## config.mk

```make
export PLATFORM = sky130hd
export DESIGN_NAME = sram_arbiter
export DESIGN_NICKNAME = d
export VERILOG_FILES = /design/src/rtl/sram_arbiter.sv
export SDC_FILE = /design/constraint.sdc
export NUM_CORES = 1
export LEC_CHECK = 0
export CORE_AREA = 2 2 104 106
export DETAILED_ROUTE_END_ITERATION = 7
export DIE_AREA = 0 0 106 108
export DONT_BUFFER_PORTS = 1
export PLACE_DENSITY = 0.3
export SETUP_SLACK_MARGIN = 0.1
export SYNTH_ARGS = -nofsm -noshare
export SYNTH_HDL_FRONTEND = slang
export SYNTH_SLANG_ARGS = --single-unit
```

## constraint.sdc

```tcl
create_clock -name clk -period 2.5 [get_ports clk]
set_clock_uncertainty 0.2 [all_clocks]
set_input_delay 0.75 -clock clk [delete_from_list [all_inputs] [get_ports clk]]
set_output_delay 0.75 -clock clk [all_outputs]
set_load 0.05 [all_outputs]
```

## src/rtl/sram_arbiter.sv

```systemverilog
// Two-master arbiter in front of sram_ctrl: one requester at a time drives the strobe/wait bus.
// Grants alternate at completion boundaries; mX_lock extends a grant across back-to-back transactions.
module sram_arbiter #(
  parameter int ADDR_W = 17,
  parameter int DATA_W = 32
) (
  input  logic                  clk,
  input  logic                  reset_n,
  input  logic [ADDR_W-1:0]     m0_addr,
  input  logic [DATA_W-1:0]     m0_wrdata,
  input  logic [DATA_W/8-1:0]   m0_bytesel,
  input  logic                  m0_wren,
  input  logic                  m0_strobe,
  input  logic                  m0_lock,
  output logic                  m0_wait,
  output logic [DATA_W-1:0]     m0_rddata,
  input  logic [ADDR_W-1:0]     m1_addr,
  input  logic [DATA_W-1:0]     m1_wrdata,
  input  logic [DATA_W/8-1:0]   m1_bytesel,
  input  logic                  m1_wren,
  input  logic                  m1_strobe,
  input  logic                  m1_lock,
  output logic                  m1_wait,
  output logic [DATA_W-1:0]     m1_rddata,
  output logic [ADDR_W-1:0]     s_addr,
  output logic [DATA_W-1:0]     s_wrdata,
  output logic [DATA_W/8-1:0]   s_bytesel,
  output logic                  s_wren,
  output logic                  s_strobe,
  input  logic                  s_wait,
  input  logic [DATA_W-1:0]     s_rddata,
  output logic [1:0]            grant
);

  typedef enum logic [1:0] {
    IDLE = 2'd0,
    G0   = 2'd1,
    G1   = 2'd2
  } state_t;

  state_t state_q, state_d;
  logic   last_q, last_d;

  always_ff @(posedge clk or negedge reset_n) begin
    if (!reset_n) begin
      state_q <= IDLE;
      last_q  <= 1'b1;
    end else begin
      state_q <= state_d;
      last_q  <= last_d;
    end
  end

  // Hand-over happens only when the owner has nothing in flight or has just
  // completed without lock while the other master is waiting.
  always_comb begin
    state_d = state_q;
    last_d  = last_q;
    case (state_q)
      IDLE: begin
        if (m0_strobe && m1_strobe) state_d = last_q ? G0 : G1;
        else if (m0_strobe)         state_d = G0;
        else if (m1_strobe)         state_d = G1;
      end
      G0: begin
        if (!m0_strobe) begin
          last_d  = 1'b0;
          state_d = m1_strobe ? G1 : IDLE;
        end else if (!s_wait && !m0_lock && m1_strobe) begin
          last_d  = 1'b0;
          state_d = G1;
        end
      end
      G1: begin
        if (!m1_strobe) begin
          last_d  = 1'b1;
          state_d = m0_strobe ? G0 : IDLE;
        end else if (!s_wait && !m1_lock && m0_strobe) begin
          last_d  = 1'b1;
          state_d = G0;
        end
      end
      default: state_d = IDLE;
    endcase
  end

  // A stalled requester sees wait=1 only while it is actually strobing.
  always_comb begin
    s_addr    = '0;
    s_wrdata  = '0;
    s_bytesel = '0;
    s_wren    = 1'b0;
    s_strobe  = 1'b0;
    m0_wait   = m0_strobe;
    m1_wait   = m1_strobe;
    grant     = 2'b00;
    case (state_q)
      G0: begin
        s_addr    = m0_addr;
        s_wrdata  = m0_wrdata;
        s_bytesel = m0_bytesel;
        s_wren    = m0_wren;
        s_strobe  = m0_strobe;
        m0_wait   = s_wait;
        grant     = 2'b01;
      end
      G1: begin
        s_addr    = m1_addr;
        s_wrdata  = m1_wrdata;
        s_bytesel = m1_bytesel;
        s_wren    = m1_wren;
        s_strobe  = m1_strobe;
        m1_wait   = s_wait;
        grant     = 2'b10;
      end
      default: ;
    endcase
  end

  assign m0_rddata = s_rddata;
  assign m1_rddata = s_rddata;

endmodule

```

==> metrics.cfg <==
[synthesis]
postSynthAreaPerCell_um2=7.34
synthCells=227
synth.distinct_cells=26
ys_ff_latch=3
syn-cell-area_um2=1670
ys_warn_count=0
synthSimpleGateAreaFrac_pct=23.8
ys_seq_area_share_pct=4.58
muxShareOfSynthArea_pct=2.85
synthAdderAreaFrac_pct=3.75
synth_fp_nets=379
synth_top_family_by_area=buffers and inverters
synth_xor_area_share_pct=0
synth_compound_area_share_pct=29.4

[routing]
ant_nets=0
wl_per_cell_um=18.1
route.top_layer_used=met4
wl_met3_um=485
drt_iter0_markers=41
wl_met1_mm=2.11
drt_pass1_iterations=4
routed_wl_mm=6.51
num_vias=1603
routed_via_density=4.45
post-route-drc-count=0
wl_met2_mm=3.66

[sta]
worst_slack_ps=-61.9
slew_viol_final=0
rsz0062_at_grt=yes
post-route-period-util_pct=102
fmax_mhz=390
period_needed_ps=2560
setup_viol=30
finalHoldViolCount=0
slew-limit-headroom_pct=65.2
worst_pin_slew_ps=523

[placed_design]
gp_congestion=0.663
placedCellCount=342
postPlaceCellArea_um2=2920
io_buffers=0
hpwl_mm=4.68

[layout]
drive_above_1_share_pct=85.7
antenna_cells=0
syn_to_final_growth_pct=103
fillers=1004
fin_cells=360
final_nets=377
stdcell_area_um2=3390
final_core_util_pct=33.1

[floorplanning]
design.die.area_um2=11400
initial_core_util_pct=16.3
chipHeight_um=108
num_rows=37
die_x_um=106
core_um2=10200
ioPinCount=270

[power_and_ir_drop]
power_density_nw_per_um2=1780
seqPwrFrac_pct=1.7
switching_power_uw=2850
peakVddDrop_mv=0.676
p_leak_uw=0.00120
p_clk_share_pct=2.3
comb_power_share_pct=96.0
swShare_pct=47.1
p_int_uw=3190

[global_route]
overflow=0
grt_pass1_vias=1635
grt_max_degree=40
grt_pass1_wl_mm=8.40
grt_util_all_layers_pct=9.31
antenna_found_initial=0

[clock_tree]
root_buffer=clkbuf_8
clkSinkCount=3
clkTransAtPathRegs_ps=30
h-tree-depth=1
cts_buffers=3
cts_tree=yes
worstSkewPairLatency_ps=210
max-clock-path-buffers=2

[job]
drv_cap=0

[critical_path]
cp_num_buf_inv=3
slowest_delay_ps=390
startpoint_type=register
end_kind=primary output
crit_type=register to primary output
critPathTopFamily=buffers and inverters
path_cells=buf_6 -> ha_4 -> buf_12 -> a22oi_2 -> and2b_2 -> buf_12
arrival_ps=1610
worstPathRequired_ps=1550
cpMostUsedCell=buf_12
slowest_stage=dfrtp_1
cp_max_fo=22

[run_status]
violations=negative setup slack
status=complete, but fails checks

[worst_hold_path]
hold_class=primary input to asynchronous set/reset pin

[path summary, 6_finish.rpt]
kind | from | end | slack [ps] | cells after the start
worst max-delay path | state_q[0] | s_strobe | -60 | 6
worst max register to register | state_q[0] | state_q[0] | 320 | 9
max in group asynchronous | reset_n | last_q | 1900 | 0
min in group clk | last_q | last_q | 300 | 2
worst min register to register | last_q | last_q | 300 | 2
worst min-delay path | reset_n | state_q[0] | 30 | 0
[timing repair]
| action | 4_1_cts | 5_1_grt |
|---|---|---|
| hold buffers | 0 | 0 |
| cloned | 1 | 4 |
| setup endpoints to repair | 57 | 57 |
| setup buffers | 6 | 3 |
| pin swaps | 2 | 3 |
| resized for setup | 19 | 31 |
[power groups by stage]
stage / combinational [µW] / clock, µW / sequential [µW]
2_1_floorplan: 3560 / 0 / 93.4
3_3_place_gp: 5080 / 0 / 97.5
3_5_place_dp: 5070 / 0 / 99.7
4_1_cts: 5450 / 146 / 96.1
5_1_grt: 6050 / 153 / 109
6_report: 5800 / 140 / 103
[registers in the layout, indices dropped and copies added (netlist names)]
register and count:
state_q 2, last_q 1
[cells in the mapped netlist]
cell type,number,area [µm²]
a211oi_4,1,20.0
a21boi_0,1,7.51
a21oi_1,2,10.0
a22oi_1,54,405
a22oi_2,1,12.5
and2b_1,2,15.0
buf_2,9,45.0
buf_4,65,488
buf_6,1,11.3
clkbuf_1,9,33.8
dfrtp_1,2,50.1
dfstp_2,1,26.3
ha_1,5,62.6
inv_1,4,15.0
mux2_2,2,22.5
mux2_4,1,15.0
mux2i_1,1,10.0
nand2_1,2,7.51
nand2b_1,1,6.26
nor2_1,2,7.51
nor2b_1,54,338
nor2b_2,2,17.5
nor3_1,1,5.00
o21bai_1,1,7.51
o22ai_2,1,12.5
o31ai_1,2,15.0
[worst register-to-register path, delay by kind of cell, from the launching register on]
family | cells | cell delay (ps)
buffers and inverters | 4 | 530
adder cells (fa/ha/maj) | 1 | 170
AO/OA/AOI/OAI | 2 | 400
flip-flops | 1 | 390
AND/OR/NAND/NOR | 1 | 50
multiplexers | 1 | 330
[metrics by stage]
step	TNS [ps]	setup slack [ps]	total power (µW)	hold slack [ps]
3_5_place_dp	0	65.8	5170	255
3_3_place_gp	0	89.2	5180	255
6_report	-796	-61.9	6040	31.9
5_1_grt	-4670	-137	6310	19.3
4_1_cts	-2260	-76.4	5690	24.2
2_1_floorplan	0	108	3650	254
[area by class of cell]
class | count | area (µm²) | share of cell area, %
clock buffer | 4 | 45.0 | 1.33
inverter | 4 | 17.5 | 0.517
multi-input combinational | 136 | 1640 | 48.3
sequential | 3 | 77.6 | 2.29
tap | 136 | 170 | 5.02
timing repair buffer | 77 | 1440 | 42.5
[kinds of logic (layout without fill, tap and decap cells)]
kind of cell	after synthesis	after routing
compound gates	63	63
fa+ha+maj	5	5
buf+inv	88	85
flops	3	3
mux	4	4
simple gates	64	64
[cells in the final DEF (no fill, tap or decap)]
master      n
buf_16      1
nand2_1     2
o21bai_1    1
inv_1       2
mux2i_1     1
inv_2       1
clkbuf_1    1
nor2b_4    50
dfrtp_2     1
a22oi_2    43
clkbuf_8    3
a21oi_1     2
dfrtp_1     1
ha_4        3
clkbuf_16   2
a211oi_4    1
dfstp_2     1
nor3_1      1
buf_4       8
a21boi_0    1
buf_12     64
mux2_4      3
nand2b_1    1
nor2b_2     6
nor2_1      2
o22ai_2     1
ha_1        2
a22oi_1    12
inv_4       1
and2b_2     1
o31ai_1     2
and2b_1     1
buf_6       2
[per-layer routing]
metal,track usage [%],vias up
li1,-,716
met1,8.65,745
met2,19.2,106
met3,1.39,36
met4,5.26,0
met5,0,-
Power figures use the tool's default switching activity.
